File: config.mk
export PLATFORM = sky130hd
export DESIGN_NAME = soc_sysid_regs_flat
export DESIGN_NICKNAME = d
export VERILOG_FILES = /design/src/rtl/soc_sysid_regs_if.sv /design/src/rtl/soc_sysid_regs.sv /design/src/flat_wrapper.sv
export SDC_FILE = /design/constraint.sdc
export NUM_CORES = 1
export LEC_CHECK = 0
export CAP_MARGIN = 0
export CORE_ASPECT_RATIO = 2
export CORE_MARGIN = 2
export CORE_UTILIZATION = 40
export CTS_CLUSTER_SIZE = 24
export DETAILED_ROUTE_END_ITERATION = 10
export DONT_BUFFER_PORTS = 1
export GPL_ROUTABILITY_DRIVEN = 1
export MAX_ROUTING_LAYER = met4
export PLACE_DENSITY = 0.54
export SLEW_MARGIN = 10
export SYNTH_ARGS = -nofsm -noshare
export SYNTH_HDL_FRONTEND = slang
export SYNTH_SLANG_ARGS = --single-unit
File: constraint.sdc
create_clock -name clock -period 1.9 [get_ports clock]
set_input_delay 0.38 -clock clock [delete_from_list [all_inputs] [get_ports clock]]
set_output_delay 0.38 -clock clock [all_outputs]
set_load 0.02 [all_outputs]
File: src/rtl/soc_sysid_regs_if.sv
// Avalon-MM slave bus bundle for the system-ID / uptime register block.
interface soc_sysid_regs_if;
    logic [2:0]  address;
    logic        read;
    logic        write;
    logic [31:0] writedata;
    logic [3:0]  byteenable;
    logic [31:0] readdata;
    logic        readdatavalid;

    modport master (
        output address, read, write, writedata, byteenable,
        input  readdata, readdatavalid
    );

    modport slave (
        input  address, read, write, writedata, byteenable,
        output readdata, readdatavalid
    );
endinterface

File: src/rtl/soc_sysid_regs.sv
// System ID, build timestamp, scratch/control registers and a 64-bit uptime
// counter with a coherent LO-then-HI read. Registered read, fixed latency 1.
module soc_sysid_regs #(
    parameter logic [31:0] ID            = 32'h0000_0000,
    parameter logic [31:0] TIMESTAMP     = 32'd0,
    parameter logic [31:0] SCRATCH_RESET = 32'h0000_0000,
    parameter logic        CNT_EN_RESET  = 1'b1
) (
    input logic              clock,
    input logic              reset_n,
    soc_sysid_regs_if.slave  bus
);
    localparam logic [31:0] CAPS = 32'h0000_0001;

    logic [31:0] scratch;
    logic        cnt_en;
    logic [63:0] counter;
    logic [31:0] shadow;
    logic [31:0] rd_mux;
    logic        rd_go;
    logic        wr_scratch;
    logic        wr_ctrl;
    logic        cnt_clr;

    // A write wins over a simultaneous read; the read is simply dropped.
    assign rd_go      = bus.read & ~bus.write;
    assign wr_scratch = bus.write && (bus.address == 3'd2);
    // CONTROL only has bits in byte 0, so lane 0 gates the whole write.
    assign wr_ctrl    = bus.write && (bus.address == 3'd3) && bus.byteenable[0];
    assign cnt_clr    = wr_ctrl & bus.writedata[1];

    // Scratch register, one byte lane per byteenable bit.
    always_ff @(posedge clock) begin
        if (!reset_n) begin
            scratch <= SCRATCH_RESET;
        end else if (wr_scratch) begin
            for (int i = 0; i < 4; i++) begin
                if (bus.byteenable[i])
                    scratch[8*i +: 8] <= bus.writedata[8*i +: 8];
            end
        end
    end

    // Counter enable bit; CNT_CLR is a pulse and is not stored.
    always_ff @(posedge clock) begin
        if (!reset_n)
            cnt_en <= CNT_EN_RESET;
        else if (wr_ctrl)
            cnt_en <= bus.writedata[0];
    end

    // Free-running uptime counter; clear beats increment, wrap is silent.
    always_ff @(posedge clock) begin
        if (!reset_n)
            counter <= 64'd0;
        else if (cnt_clr)
            counter <= 64'd0;
        else if (cnt_en)
            counter <= counter + 64'd1;
    end

    // Read mux over the pre-update register values.
    always_comb begin
        rd_mux = 32'd0;
        case (bus.address)
            3'd0:    rd_mux = ID;
            3'd1:    rd_mux = TIMESTAMP;
            3'd2:    rd_mux = scratch;
            3'd3:    rd_mux = {31'd0, cnt_en};
            3'd4:    rd_mux = counter[31:0];
            3'd5:    rd_mux = shadow;
            3'd6:    rd_mux = CAPS;
            default: rd_mux = 32'd0;
        endcase
    end

    // Shadow grabs the upper half in the same cycle the lower half is read,
    // so a later HI read is coherent even across a carry.
    always_ff @(posedge clock) begin
        if (!reset_n)
            shadow <= 32'd0;
        else if (rd_go && (bus.address == 3'd4))
            shadow <= counter[63:32];
    end

    // Registered read response; data holds between reads.
    always_ff @(posedge clock) begin
        if (!reset_n) begin
            bus.readdata      <= 32'd0;
            bus.readdatavalid <= 1'b0;
        end else begin
            bus.readdatavalid <= rd_go;
            if (rd_go)
                bus.readdata <= rd_mux;
        end
    end
endmodule

File: src/flat_wrapper.sv
// flat-port wrapper written by rule: the top's interface ports become plain ports
module soc_sysid_regs_flat 
#(
    parameter logic [31:0] ID            = 32'h0000_0000,
    parameter logic [31:0] TIMESTAMP     = 32'd0,
    parameter logic [31:0] SCRATCH_RESET = 32'h0000_0000,
    parameter logic        CNT_EN_RESET  = 1'b1
)
  (clock, reset_n, bus_address, bus_read, bus_write, bus_writedata, bus_byteenable, bus_readdata, bus_readdatavalid);
  soc_sysid_regs_if bus_i ();
  input logic clock;
  input logic reset_n;
  input wire logic [$bits(bus_i.address)-1:0] bus_address;
  input wire logic [$bits(bus_i.read)-1:0] bus_read;
  input wire logic [$bits(bus_i.write)-1:0] bus_write;
  input wire logic [$bits(bus_i.writedata)-1:0] bus_writedata;
  input wire logic [$bits(bus_i.byteenable)-1:0] bus_byteenable;
  output wire logic [$bits(bus_i.readdata)-1:0] bus_readdata;
  output wire logic [$bits(bus_i.readdatavalid)-1:0] bus_readdatavalid;
  assign bus_i.address = bus_address;
  assign bus_i.read = bus_read;
  assign bus_i.write = bus_write;
  assign bus_i.writedata = bus_writedata;
  assign bus_i.byteenable = bus_byteenable;
  assign bus_readdata = bus_i.readdata;
  assign bus_readdatavalid = bus_i.readdatavalid;
  soc_sysid_regs #(.ID(ID), .TIMESTAMP(TIMESTAMP), .SCRATCH_RESET(SCRATCH_RESET), .CNT_EN_RESET(CNT_EN_RESET)) u_core (.clock(clock), .reset_n(reset_n), .bus(bus_i));
endmodule
==> impl_summary.txt <==
----------------------------------------------------
[Critical path]
  Worst-case register-to-register setup slack ... -30 ps
  Crit end category ... flop
  Arrival time of data at the critical path endpoint ... 2300 ps
  Peak fanout along the critical path ... 6
  Worst setup path class ... reg -> reg
  CP Data Required Time ... 2260 ps
  Length in cells of the worst reg-to-reg path ... 7
  Worst r2r dst ... u_core.counter[53]
  Beginning of the worst register-to-register path ... u_core.counter[19]
  Critical Path Source Type ... flop

[Die]
  Std-Cell Rows ... 69
  Total core area ... 0.0177 mm2
  Count of pins on the block boundary ... 76
  Die area ... 0.0191 mm2
  Die H ... 193 um
  Starting density of the core ... 40.6%
  Chip Width ... 98.7 um

[STA]
  Worst slew pin tran ... 375 ps
  Minimum clock period ... 1930 ps
  Worst Clk Skew ... 5.68 ps
  Number of failing hold endpoints at the final stage ... 0
  Count of final max-slew check failures ... 0
  Aggregate negative setup slack ... -32.1 ps
  Max transition margin ... 74.8%
  Unrepaired setup endpoints after global routing ... true
  Fmax achieved ... 0.518 GHz
  Worst hold slack ... 30.6 ps
  Worst-case setup margin in the final layout ... -32.1 ps
  Final setup viols ... 1
  Tcrit/Tclk final ... 102%

[Final layout]
  Net count of the finished layout ... 1036
  Cell area after layout ... 0.00917 mm2
  Number of fillers in the final layout ... 1736
  ANT cells ... 0
  Share of post-route cells with drive strength above 1 ... 24.0%
  Area Overhead vs Synth ... 27.7%
  Cell Count, Final, Fillers Out ... 1218
  Utilization of the core after routing ... 51.8%

[Power]
  Static Leakage ... 3.26 nW
  Total power divided by cell area ... 784 mW/mm2
  Total power ... 7.19 mW
  Max IR drop VDD ... 0.541 mV

[Hold path]
  Cell count of the worst hold path ... 1
  Class of the worst hold path ... in -> reg
  Hold Startpoint ... reset_n
  WHS Endpoint ... u_core.cnt_en

[Clock network]
  Worst-skew pair later-pin latency ... 430 ps
  Clock tree from TritonCTS ... yes
  Hold buffer count at cts ... 0
  Longest Clk Path Bufs ... 2
  CTS root buffer ... clkbuf_16
  Number of buffers inserted during clock tree synthesis ... 17
  Clock-pin slew on the worst setup and hold paths ... 60 ps
  Total clock sinks ... 162
  Htree depth ... 4

[Synthesis]
  Sequential-to-total area share from yosys stat ... 45.2%
  Asr flop ratio synth ... 0%
  Top_reg_cell synth ... dfxtp_1
  Commonest cells post-synth ... 162 x dfxtp_1, 158 x nand2_1, 90 x nor2_1, 88 x a21oi_1, 61 x nand3_1
  Yosys warning total ... 0
  Mean Syn Cell Area ... 8.07 um2
  Number of distinct library cells after synthesis ... 42
  Leading cell type by number of instances after synthesis ... dfxtp_1
  Ranking of synthesized cells by area ... dfxtp_1 45%, nand2_1 8.3%, a21oi_1 6.1%
  Total of flip-flops plus latches after synthesis ... 162
  Yosys top cell area share ... 45.2%
  Post-synthesis cell count ... 890
  Top cell type by total area after synthesis ... dfxtp_1
  Mapped cell area ... 0.00718 mm2
  Syn Nets ... 934
  Number of enable-type register cells in the synthesized netlist ... 0

[Drt]
  1st-iter DRT viols ... 338
  Post-detailed-routing wire length ... 21900 um
  Wire length per cell after detailed routing ... 18.0 um
  DRC ... 0
  Total iterations of the first detailed-routing run ... 5
  Total number of vias ... 6682
  Via count normalized by instance count ... 5.49
  ANT nets after route ... 0

[Global route]
  Global-route wire length before repair ... 34900 um
  Number of antenna violations at the first check in global routing ... 0
  Largest net degree at the start of global routing ... 63
  GRT overflow ... 0
  Vias in the first global route ... 6678
  Tot GR Track Use ... 23.6%

[Place]
  Post-placement worst setup slack ... -60.2 ps
  Routability-driven placement congestion ratio ... 0.879
  Detailed placement HPWL ... 16300 um
  Placed inst area ... 0.00822 mm2
  Port bufs ... 0
  Post-placement cell count ... 1170

[Run status]
  Failing checks ... setup timing
  Status ... complete, but fails checks

[Run]
  Number of max-capacitance violations reported ... 0

----------------------------------------------------
kinds of logic (layout without fill, tap and decap cells):
family          after synthesis  in the layout  share of synthesized area (%)
simple gates                415            415                           28.1
compound gates              178            178                           13.9
flops                       162            162                           45.2
buf+inv                      61            176                           3.24
xor+xnor                     40             40                           4.88
mux                          33             33                           4.60
fa+ha+maj                     1              1                          0.174
power breakdown:
part	switching (mW)	leakage (nW)	total [mW]	internal (mW)
registers	0.0154	1.32	3.42	3.41
logic	0.154	1.64	0.231	0.0768
clock network	1.40	0.299	3.54	2.13
total	1.57	3.26	7.19	5.62
per-layer routing:
layer | vias up | wire length, um | GRT usage, %
met2 | 145 | 12100 | 42.7
met3 | 36 | 682 | 3.79
met1 | 3172 | 8490 | 24.7
met5 | - | 0 | -
met4 | 0 | 595 | 10.1
li1 | 3329 | - | -
critical path, cell delays in order (launching register included):
cell and delay, ps:
dfxtp_2 350, nand4_4 150, buf_6 160, nor4_4 290
buf_4 160, nand4_1 210, or3_4 450, a21oi_2 110
cell type report:
type	count	area, um2	share of cell area (%)
Clock inverter	13	160	1.75
Multi-Input combinational cell	667	3900	42.5
Sequential cell	162	3290	35.8
Timing Repair Buffer	136	1080	11.8
Tap cell	213	267	2.91
Inverter	8	30.0	0.327
Clock buffer	19	453	4.94
flip-flops by register name, summed over array words and instances, names as in the netlist:
signal / flops
u_core.counter: 64
u_core.bus.readdata: 32
u_core.scratch: 32
u_core.shadow: 32
u_core.bus.readdatavalid: 1
u_core.cnt_en: 1
timing repair:
action,4_1_cts,5_1_grt
setup buffers,11,7
pin swaps,10,19
setup endpoints to repair,13,30
resized for setup,17,49
cells in the final DEF (no fill, tap or decap), types with 15 or more instances in the layout:
master	count
nand2_1	157
dfxtp_1	135
buf_4	130
nor2_1	87
a21oi_1	84
nand3_1	53
o21ai_0	47
nand4_1	36
mux2i_1	33
a22oi_1	32
xor2_1	28
dfxtp_2	23
clkbuf_16	17
or3_1	15
how the worst max path moves through the flow:
stage	depth (start not counted)	endpoint	slack, ps	startpoint
6_report	7	u_core.counter[53]	-30	u_core.counter[19]
3_3_place_gp	5	u_core.counter[53]	-70	u_core.cnt_en
4_1_cts	5	u_core.counter[63]	-5	u_core.counter[34]
2_1_floorplan	6	u_core.counter[52]	0.8	u_core.counter[9]
5_1_grt	7	u_core.counter[53]	-150	u_core.counter[19]
3_5_place_dp	5	u_core.counter[63]	-60	u_core.counter[24]
Power figures use the tool's default switching activity.
